### src/rtl/frv_dmem_arbiter_pkg.sv
// Shared definitions for the data-memory arbiter slice.
//   - arb_state_e : arbiter FSM encodings (ARB_IDLE / ARB_HOLD)
//   - ARB_PORT_A/B: requester ids carried through the routing FIFO
//   - STRB_W      : byte-strobe width of every request channel
//   - arb_pick    : round-robin choice between two requesters
package frv_dmem_arbiter_pkg;

  localparam int STRB_W = 4;

  typedef enum logic {
    ARB_IDLE = 1'b0,
    ARB_HOLD = 1'b1
  } arb_state_e;

  localparam logic ARB_PORT_A = 1'b0;
  localparam logic ARB_PORT_B = 1'b1;

  // A lone requester always wins; on a tie the port that was not granted
  // most recently wins. With no request the result is A and is ignored.
  function automatic logic arb_pick(input logic a_req, input logic b_req,
                                    input logic last_grant);
    if (a_req && b_req) return ~last_grant;
    else if (b_req)     return ARB_PORT_B;
    else                return ARB_PORT_A;
  endfunction

endpackage

### src/rtl/frv_dmem_arbiter_if.sv
// Bus bundle between the two requesters, the arbiter and the data memory.
//   a_* / b_* : requester channels (req, wen, strb, wdata, addr in;
//               gnt, recv, rdata, error back)
//   dmem_*    : shared downstream memory port
// Handshake: a request is issued when req=1; it is accepted in the cycle
// gnt=1 (req & gnt). A requester keeps req and all request fields stable
// until it sees gnt. Responses come back in issue order as one-cycle recv
// pulses with rdata/error valid in that same cycle; there is no back-pressure
// on responses.
// Modports: slave = arbiter view, master = requesters + memory view.
interface frv_dmem_arbiter_if
  import frv_dmem_arbiter_pkg::*;
#(
  parameter int AW = 32
);
  logic              a_req, a_wen, a_gnt, a_recv, a_error;
  logic [STRB_W-1:0] a_strb;
  logic [AW-1:0]     a_wdata, a_addr, a_rdata;

  logic              b_req, b_wen, b_gnt, b_recv, b_error;
  logic [STRB_W-1:0] b_strb;
  logic [AW-1:0]     b_wdata, b_addr, b_rdata;

  logic              dmem_req, dmem_wen, dmem_gnt, dmem_recv, dmem_error;
  logic [STRB_W-1:0] dmem_strb;
  logic [AW-1:0]     dmem_wdata, dmem_addr, dmem_rdata;

  modport slave (
    input  a_req, a_wen, a_strb, a_wdata, a_addr,
    output a_gnt, a_recv, a_rdata, a_error,
    input  b_req, b_wen, b_strb, b_wdata, b_addr,
    output b_gnt, b_recv, b_rdata, b_error,
    output dmem_req, dmem_wen, dmem_strb, dmem_wdata, dmem_addr,
    input  dmem_gnt, dmem_recv, dmem_rdata, dmem_error
  );

  modport master (
    output a_req, a_wen, a_strb, a_wdata, a_addr,
    input  a_gnt, a_recv, a_rdata, a_error,
    output b_req, b_wen, b_strb, b_wdata, b_addr,
    input  b_gnt, b_recv, b_rdata, b_error,
    input  dmem_req, dmem_wen, dmem_strb, dmem_wdata, dmem_addr,
    output dmem_gnt, dmem_recv, dmem_rdata, dmem_error
  );

endinterface

### src/rtl/frv_dmem_route_fifo.sv
// In-order routing FIFO, one bit wide: remembers which requester issued
// each outstanding memory transaction.
//   clk, rst      : clock, asynchronous active-high reset
//   push, push_id : write push_id at the tail (ignored when full)
//   pop           : drop the head entry (ignored when empty)
//   head          : id at the head
//   full, empty   : occupancy flags
//   count         : number of stored entries (0..DEPTH)
module frv_dmem_route_fifo #(
  parameter  int DEPTH = 2,
  localparam int PW    = (DEPTH > 1) ? $clog2(DEPTH) : 1,
  localparam int CW    = $clog2(DEPTH) + 1
) (
  input  logic          clk,
  input  logic          rst,
  input  logic          push,
  input  logic          push_id,
  input  logic          pop,
  output logic          head,
  output logic          full,
  output logic          empty,
  output logic [CW-1:0] count
);

  logic [DEPTH-1:0] mem;
  logic [PW-1:0]    wr_ptr, rd_ptr;
  logic             do_push, do_pop;

  // Explicit wrap so non-power-of-two depths and DEPTH=1 still behave.
  function automatic logic [PW-1:0] next_ptr(input logic [PW-1:0] p);
    return (p == PW'(DEPTH - 1)) ? '0 : p + 1'b1;
  endfunction

  assign full    = (count == CW'(DEPTH));
  assign empty   = (count == '0);
  assign do_push = push & ~full;
  assign do_pop  = pop & ~empty;
  assign head    = mem[rd_ptr];

  always_ff @(posedge clk or posedge rst) begin
    if (rst) begin
      mem    <= '0;
      wr_ptr <= '0;
      rd_ptr <= '0;
      count  <= '0;
    end else begin
      if (do_push) begin
        mem[wr_ptr] <= push_id;
        wr_ptr      <= next_ptr(wr_ptr);
      end
      if (do_pop) rd_ptr <= next_ptr(rd_ptr);
      case ({do_push, do_pop})
        2'b10:   count <= count + 1'b1;
        2'b01:   count <= count - 1'b1;
        default: count <= count;
      endcase
    end
  end

endmodule

### src/rtl/frv_dmem_arbiter.sv
// Two-port data-memory arbiter: shares one memory request/response port
// between the execute-stage LSU (port A) and a secondary master (port B).
//   g_clk, g_reset  : clock, asynchronous active-high reset
//   bus             : requester and memory channels (slave modport)
//   spurious_rsp    : sticky, a response arrived with nothing outstanding
//   dbg_state       : arbiter FSM state
//   dbg_outstanding : issued-but-unanswered transaction count
// Round-robin selection; a presented but not yet accepted request is locked
// (ARB_HOLD) until the memory grants it. Grants and responses are routed
// combinationally with zero added latency.
module frv_dmem_arbiter
  import frv_dmem_arbiter_pkg::*;
#(
  parameter int MAX_OUTSTANDING = 2,
  parameter int AW              = 32
) (
  input  logic                              g_clk,
  input  logic                              g_reset,
  frv_dmem_arbiter_if.slave                 bus,
  output logic                              spurious_rsp,
  output arb_state_e                        dbg_state,
  output logic [$clog2(MAX_OUTSTANDING):0]  dbg_outstanding
);

  arb_state_e state;
  logic       last_grant, lock;
  logic       sel, active, active_req, issue, grant, pop;
  logic       fifo_head, fifo_full, fifo_empty;
  logic [AW-1:0] rsp_data;

  assign sel        = arb_pick(bus.a_req, bus.b_req, last_grant);
  assign active     = (state == ARB_HOLD) ? lock : sel;
  assign active_req = (active == ARB_PORT_A) ? bus.a_req : bus.b_req;
  // The full check uses registered occupancy only, so a same-cycle pop
  // never opens a slot. In HOLD the FIFO cannot be full (HOLD is only
  // entered with room and nothing is pushed until it leaves).
  assign issue = ~g_reset & active_req & ((state == ARB_HOLD) | ~fifo_full);
  assign grant = issue & bus.dmem_gnt;
  // Outputs are forced low while reset is held.
  assign pop   = ~g_reset & bus.dmem_recv & ~fifo_empty;

  assign rsp_data = bus.dmem_rdata;

  always_comb begin
    bus.dmem_req   = issue;
    bus.dmem_wen   = 1'b0;
    bus.dmem_strb  = '0;
    bus.dmem_wdata = '0;
    bus.dmem_addr  = '0;
    if (issue) begin
      if (active == ARB_PORT_A) begin
        bus.dmem_wen   = bus.a_wen;
        bus.dmem_strb  = bus.a_strb;
        bus.dmem_wdata = bus.a_wdata;
        bus.dmem_addr  = bus.a_addr;
      end else begin
        bus.dmem_wen   = bus.b_wen;
        bus.dmem_strb  = bus.b_strb;
        bus.dmem_wdata = bus.b_wdata;
        bus.dmem_addr  = bus.b_addr;
      end
    end
  end

  assign bus.a_gnt   = grant & (active == ARB_PORT_A);
  assign bus.b_gnt   = grant & (active == ARB_PORT_B);
  assign bus.a_recv  = pop & (fifo_head == ARB_PORT_A);
  assign bus.b_recv  = pop & (fifo_head == ARB_PORT_B);
  assign bus.a_rdata = bus.a_recv ? rsp_data : '0;
  assign bus.b_rdata = bus.b_recv ? rsp_data : '0;
  assign bus.a_error = bus.a_recv & bus.dmem_error;
  assign bus.b_error = bus.b_recv & bus.dmem_error;

  frv_dmem_route_fifo #(.DEPTH(MAX_OUTSTANDING)) u_route_fifo (
    .clk     (g_clk),
    .rst     (g_reset),
    .push    (grant),
    .push_id (active),
    .pop     (pop),
    .head    (fifo_head),
    .full    (fifo_full),
    .empty   (fifo_empty),
    .count   (dbg_outstanding)
  );

  always_ff @(posedge g_clk or posedge g_reset) begin
    if (g_reset) begin
      state        <= ARB_IDLE;
      last_grant   <= ARB_PORT_B;
      lock         <= ARB_PORT_A;
      spurious_rsp <= 1'b0;
    end else begin
      if (bus.dmem_recv && fifo_empty) spurious_rsp <= 1'b1;
      case (state)
        ARB_IDLE: begin
          if (issue) begin
            if (bus.dmem_gnt) begin
              last_grant <= sel;
            end else begin
              lock  <= sel;
              state <= ARB_HOLD;
            end
          end
        end
        ARB_HOLD: begin
          // A locked requester that withdraws simply releases the lock.
          if (!active_req) begin
            state <= ARB_IDLE;
          end else if (bus.dmem_gnt) begin
            last_grant <= lock;
            state      <= ARB_IDLE;
          end
        end
        default: state <= ARB_IDLE;
      endcase
    end
  end

  assign dbg_state = state;

endmodule

### src/flat_wrapper.sv
// flat-port wrapper written by rule: the top's interface ports become plain ports
module frv_dmem_arbiter_flat import frv_dmem_arbiter_pkg::*;
#(
  parameter int MAX_OUTSTANDING = 2,
  parameter int AW              = 32
)
  (g_clk, g_reset, spurious_rsp, dbg_state, dbg_outstanding, bus_a_req, bus_a_wen, bus_a_strb, bus_a_wdata, bus_a_addr, bus_a_gnt, bus_a_recv, bus_a_rdata, bus_a_error, bus_b_req, bus_b_wen, bus_b_strb, bus_b_wdata, bus_b_addr, bus_b_gnt, bus_b_recv, bus_b_rdata, bus_b_error, bus_dmem_req, bus_dmem_wen, bus_dmem_strb, bus_dmem_wdata, bus_dmem_addr, bus_dmem_gnt, bus_dmem_recv, bus_dmem_rdata, bus_dmem_error);
  frv_dmem_arbiter_if #(.AW(AW)) bus_i ();
  input  logic g_clk;
  input  logic g_reset;
  output logic spurious_rsp;
  output arb_state_e dbg_state;
  output logic [$clog2(MAX_OUTSTANDING):0] dbg_outstanding;
  input wire logic [$bits(bus_i.a_req)-1:0] bus_a_req;
  input wire logic [$bits(bus_i.a_wen)-1:0] bus_a_wen;
  input wire logic [$bits(bus_i.a_strb)-1:0] bus_a_strb;
  input wire logic [$bits(bus_i.a_wdata)-1:0] bus_a_wdata;
  input wire logic [$bits(bus_i.a_addr)-1:0] bus_a_addr;
  output wire logic [$bits(bus_i.a_gnt)-1:0] bus_a_gnt;
  output wire logic [$bits(bus_i.a_recv)-1:0] bus_a_recv;
  output wire logic [$bits(bus_i.a_rdata)-1:0] bus_a_rdata;
  output wire logic [$bits(bus_i.a_error)-1:0] bus_a_error;
  input wire logic [$bits(bus_i.b_req)-1:0] bus_b_req;
  input wire logic [$bits(bus_i.b_wen)-1:0] bus_b_wen;
  input wire logic [$bits(bus_i.b_strb)-1:0] bus_b_strb;
  input wire logic [$bits(bus_i.b_wdata)-1:0] bus_b_wdata;
  input wire logic [$bits(bus_i.b_addr)-1:0] bus_b_addr;
  output wire logic [$bits(bus_i.b_gnt)-1:0] bus_b_gnt;
  output wire logic [$bits(bus_i.b_recv)-1:0] bus_b_recv;
  output wire logic [$bits(bus_i.b_rdata)-1:0] bus_b_rdata;
  output wire logic [$bits(bus_i.b_error)-1:0] bus_b_error;
  output wire logic [$bits(bus_i.dmem_req)-1:0] bus_dmem_req;
  output wire logic [$bits(bus_i.dmem_wen)-1:0] bus_dmem_wen;
  output wire logic [$bits(bus_i.dmem_strb)-1:0] bus_dmem_strb;
  output wire logic [$bits(bus_i.dmem_wdata)-1:0] bus_dmem_wdata;
  output wire logic [$bits(bus_i.dmem_addr)-1:0] bus_dmem_addr;
  input wire logic [$bits(bus_i.dmem_gnt)-1:0] bus_dmem_gnt;
  input wire logic [$bits(bus_i.dmem_recv)-1:0] bus_dmem_recv;
  input wire logic [$bits(bus_i.dmem_rdata)-1:0] bus_dmem_rdata;
  input wire logic [$bits(bus_i.dmem_error)-1:0] bus_dmem_error;
  assign bus_i.a_req = bus_a_req;
  assign bus_i.a_wen = bus_a_wen;
  assign bus_i.a_strb = bus_a_strb;
  assign bus_i.a_wdata = bus_a_wdata;
  assign bus_i.a_addr = bus_a_addr;
  assign bus_a_gnt = bus_i.a_gnt;
  assign bus_a_recv = bus_i.a_recv;
  assign bus_a_rdata = bus_i.a_rdata;
  assign bus_a_error = bus_i.a_error;
  assign bus_i.b_req = bus_b_req;
  assign bus_i.b_wen = bus_b_wen;
  assign bus_i.b_strb = bus_b_strb;
  assign bus_i.b_wdata = bus_b_wdata;
  assign bus_i.b_addr = bus_b_addr;
  assign bus_b_gnt = bus_i.b_gnt;
  assign bus_b_recv = bus_i.b_recv;
  assign bus_b_rdata = bus_i.b_rdata;
  assign bus_b_error = bus_i.b_error;
  assign bus_dmem_req = bus_i.dmem_req;
  assign bus_dmem_wen = bus_i.dmem_wen;
  assign bus_dmem_strb = bus_i.dmem_strb;
  assign bus_dmem_wdata = bus_i.dmem_wdata;
  assign bus_dmem_addr = bus_i.dmem_addr;
  assign bus_i.dmem_gnt = bus_dmem_gnt;
  assign bus_i.dmem_recv = bus_dmem_recv;
  assign bus_i.dmem_rdata = bus_dmem_rdata;
  assign bus_i.dmem_error = bus_dmem_error;
  frv_dmem_arbiter #(.MAX_OUTSTANDING(MAX_OUTSTANDING), .AW(AW)) u_core (.g_clk(g_clk), .g_reset(g_reset), .bus(bus_i), .spurious_rsp(spurious_rsp), .dbg_state(dbg_state), .dbg_outstanding(dbg_outstanding));
endmodule
### config.mk
export PLATFORM = sky130hd
export DESIGN_NAME = frv_dmem_arbiter_flat
export DESIGN_NICKNAME = d
export VERILOG_FILES = /design/src/rtl/frv_dmem_arbiter_pkg.sv /design/src/rtl/frv_dmem_arbiter_if.sv /design/src/rtl/frv_dmem_route_fifo.sv /design/src/rtl/frv_dmem_arbiter.sv /design/src/flat_wrapper.sv
export SDC_FILE = /design/constraint.sdc
export NUM_CORES = 1
export LEC_CHECK = 0
export BUFFER_PORTS_ARGS = -buffer_cell sky130_fd_sc_hd__buf_4
export CORE_AREA = 2 2 126 128
export DETAILED_ROUTE_END_ITERATION = 8
export DIE_AREA = 0 0 128 130
export GPL_ROUTABILITY_DRIVEN = 1
export HOLD_SLACK_MARGIN = 0.05
export PLACE_DENSITY = 0.54
export SLEW_MARGIN = 30
export SYNTH_ARGS = -nofsm -noshare
export SYNTH_HDL_FRONTEND = slang
export SYNTH_SLANG_ARGS = --single-unit
### constraint.sdc
create_clock -name g_clk -period 2.75 [get_ports g_clk]
set_clock_uncertainty 0.2 [all_clocks]
set_input_delay 0.1375 -clock g_clk [delete_from_list [all_inputs] [get_ports g_clk]]
set_output_delay 0.1375 -clock g_clk [all_outputs]
set_load 0.02 [all_outputs]
==> results.json <==
{
  "tightest_slew_ps": 635,
  "path_cells": "dlygate4sd3_1 -> buf_4 -> nor2b_1 -> a22oi_2 -> buf_12 -> buf_4 -> mux2i_1 -> nor2_1 -> buf_4",
  "synthesis.area_sq_um": 2030,
  "gr-total-overflow": 0,
  "synth-edff-count": 0,
  "num_io_pins": 321,
  "routed.top_layer": "met4",
  "drt-total-wl_um": 11200,
  "synth_nets": 497,
  "fin_cells": 822,
  "track_usage_pct": 11.7,
  "powerDensity_nw_per_um2": 597,
  "tns_ps": 0,
  "yosysTopAreaCell": "mux2i_1",
  "initial_core_util_pct": 13.1,
  "fp.dieArea_sq_um": 16600,
  "r2r-start": "u_core.u_route_fifo.count[0]",
  "clock-sinks": 10,
  "met2WireLength_um": 5700,
  "r2r-end": "u_core.lock",
  "leakagePower_nw": 2.76,
  "dp_hpwl_um": 9670,
  "diodes": 0,
  "cp_slowest_cell": "dlygate4sd3_1",
  "dp.cells": 813,
  "synthMuxAreaShare_pct": 36.1,
  "synthTopCellsByCount": "140 x nor2_1, 72 x mux2i_1, 36 x nand2_1, 17 x buf_2, 9 x dfrtp_1",
  "post-cts-setup-buffer-count": 0,
  "reg2regPathDepth": 5,
  "slew_headroom_pct": 57.6,
  "synthAdderAreaFrac_pct": 0.618,
  "die_width_um": 128,
  "crit_top_cell": "buf_4",
  "synthXorXnorAreaFrac_pct": 2.16,
  "rrSetupSlack_ps": 580,
  "critPathCaptureType": "output port",
  "place_area_sq_um": 4630,
  "nNetsFinal": 809,
  "die_height_um": 130,
  "path_class": "input pin to output port",
  "setup_viol": 0,
  "grt_pass1_vias": 2958,
  "drc": 0,
  "place_ws_ps": 340,
  "cts_made_buffers": 3,
  "antenna_left": 0,
  "portBuffers": 320,
  "grt_max_degree": 50,
  "endpoint": "bus_dmem_addr[25]",
  "wl_per_cell_um": 13.7,
  "drt_pass1_iterations": 4,
  "synth_top_area_share_pct": 35.6,
  "synth_compound_area_share_pct": 4.39,
  "avgSynthCellArea_sq_um": 6.35,
  "syn2layout_area_growth_pct": 136,
  "period_share_pct": 93.6,
  "slew_viol_final": 0,
  "worstPathArrival_ps": 2240,
  "yosys.area_share.simple_pct": 36.9,
  "rows": 46,
  "status": "finished clean",
  "synth.most_common_cell": "nor2_1",
  "fin_ws_ps": 175,
  "crit_required_ps": 2410,
  "cp-startpoint": "bus_b_req",
  "hold_viol_final": 0,
  "routabilityCongestion": 0.796,
  "root_buffer": "clkbuf_16",
  "coreArea_sq_um": 15400,
  "cts_tree": "yes",
  "max_stage_delay_ps": 540,
  "drive_gt1_share_pct": 54.3,
  "ir_worst_vdd_v": 0.000285,
  "htreeDepth": 1,
  "grt_setup_unrepaired": "no",
  "dr.first_iter.drc_count": 60,
  "max_freq_ghz": 0.388,
  "synthFlopType": "dfrtp_1",
  "design_area_sq_um": 4770,
  "met3WireLength_um": 1100,
  "cp-start-kind": "input pin",
  "vias": 3260,
  "synthArstFlopShare_pct": 100,
  "fillCellCount": 1703,
  "vias_per_cell": 3.97,
  "ys_ff_latch": 10,
  "synth_top_family_by_area": "simple AND/OR/NAND/NOR gates",
  "ys_types": 32,
  "synth_cells": 319,
  "seq_area_frac_synth_pct": 12.4,
  "ys_top_cells_by_area": "mux2i_1 36%, nor2_1 26%, dfrtp_1 11%, nand2_1 6.7%, buf_2 4.2%",
  "antenna_found_initial": 0,
  "path_max_fanout": 47,
  "drt-met1-wl_um": 4250,
  "clock_latency_ps": 240,
  "hp-class": "input pin to register",
  "finalCriticalPeriod_ps": 2570,
  "cts.clk_slew.worst_paths_ps": 40,
  "ys_warn_count": 0,
  "drv_cap": 0,
  "clk_path_buf_depth": 2,
  "grt_pass1_wl_um": 15500
}
-- per-stage QoR --
stage	util [%]	power, W	hold WS (ps)
2_1_floorplan	-	0.00164	-207
3_3_place_gp	30.0	0.00258	2.78
3_5_place_dp	30.0	0.00258	8.13
4_1_cts	30.9	0.00289	137
5_1_grt	30.9	0.00305	169
6_report	30.9	0.00285	134
-- routing by layer --
metal  up-vias  GRT usage, %
li1       1663             -
met1      1393          13.3
met5         -             0
met4         0          2.46
met2       194          22.1
met3        10          3.24
-- final cells by class --
type                    instances  area, sq um  share of cell area, %
inverters                       4         15.0                  0.315
repair buffers                334         2540                   53.1
well taps                     192          240                   5.03
clock buffers                   4         88.8                   1.86
flip-flops and latches         10          251                   5.27
multi-input cells             278         1640                   34.4
-- how the worst min path moves through the flow --
stage,start,cells past startpoint,slack (ps),end
global route,bus_a_req,4,170,u_core.last_grant
finish,bus_a_req,4,130,u_core.last_grant
detailed placement,g_reset,3,8,u_core.lock
global placement,g_reset,3,3,u_core.lock
CTS,bus_a_req,4,140,u_core.last_grant
floorplan,g_reset,1,-210,u_core.dbg_state
-- power breakdown --
group          internal (W)  switching, W  leakage [nW]
clock network      0.000219     0.0000697        0.0442
logic              0.000976       0.00129          2.60
registers          0.000215     0.0000790         0.117
total               0.00141       0.00144          2.76
-- cells in the final DEF (no fill, tap or decap), types with 2 or more instances in the layout --
master	count
and2_1	2
buf_4	327
clkbuf_16	3
dfrtp_1	9
dlygate4sd3_1	5
inv_1	4
mux2i_1	71
nand2_1	36
nor2_1	140
o31ai_1	4
xnor2_1	3
xor2_1	2
-- worst max-delay path, delay by kind of cell --
| kind | cells | cell delay (ps) |
|---|---|---|
| AOI/OAI and AO/OA | 1 | 230 |
| muxes | 1 | 210 |
| buffers and inverters | 5 | 1440 |
| and+or+nand+nor | 2 | 190 |
-- cell families after synthesis --
family	after synthesis
multiplexers	73
AND/OR/NAND/NOR	188
buffers and inverters	31
flip-flops	10
AO/OA/AOI/OAI	11
XOR/XNOR	5
adder cells (fa/ha/maj)	1
-- sequential cells by signal (all words and copies together) (netlist names) --
name	flops
u_core.dbg_state	1
u_core.u_route_fifo.rd_ptr	1
u_core.spurious_rsp	1
u_core.last_grant	1
u_core.u_route_fifo.wr_ptr	1
u_core.u_route_fifo.count	2
u_core.lock	1
u_core.u_route_fifo.mem	2
-- what timing repair did --
item	in CTS	in global routing
endpoints found under the hold margin	13	0
hold buffers	5	0
gates resized for setup	0	1
endpoints found under the setup margin	0	3
No activity file was read; power rests on OpenSTA's default activity.
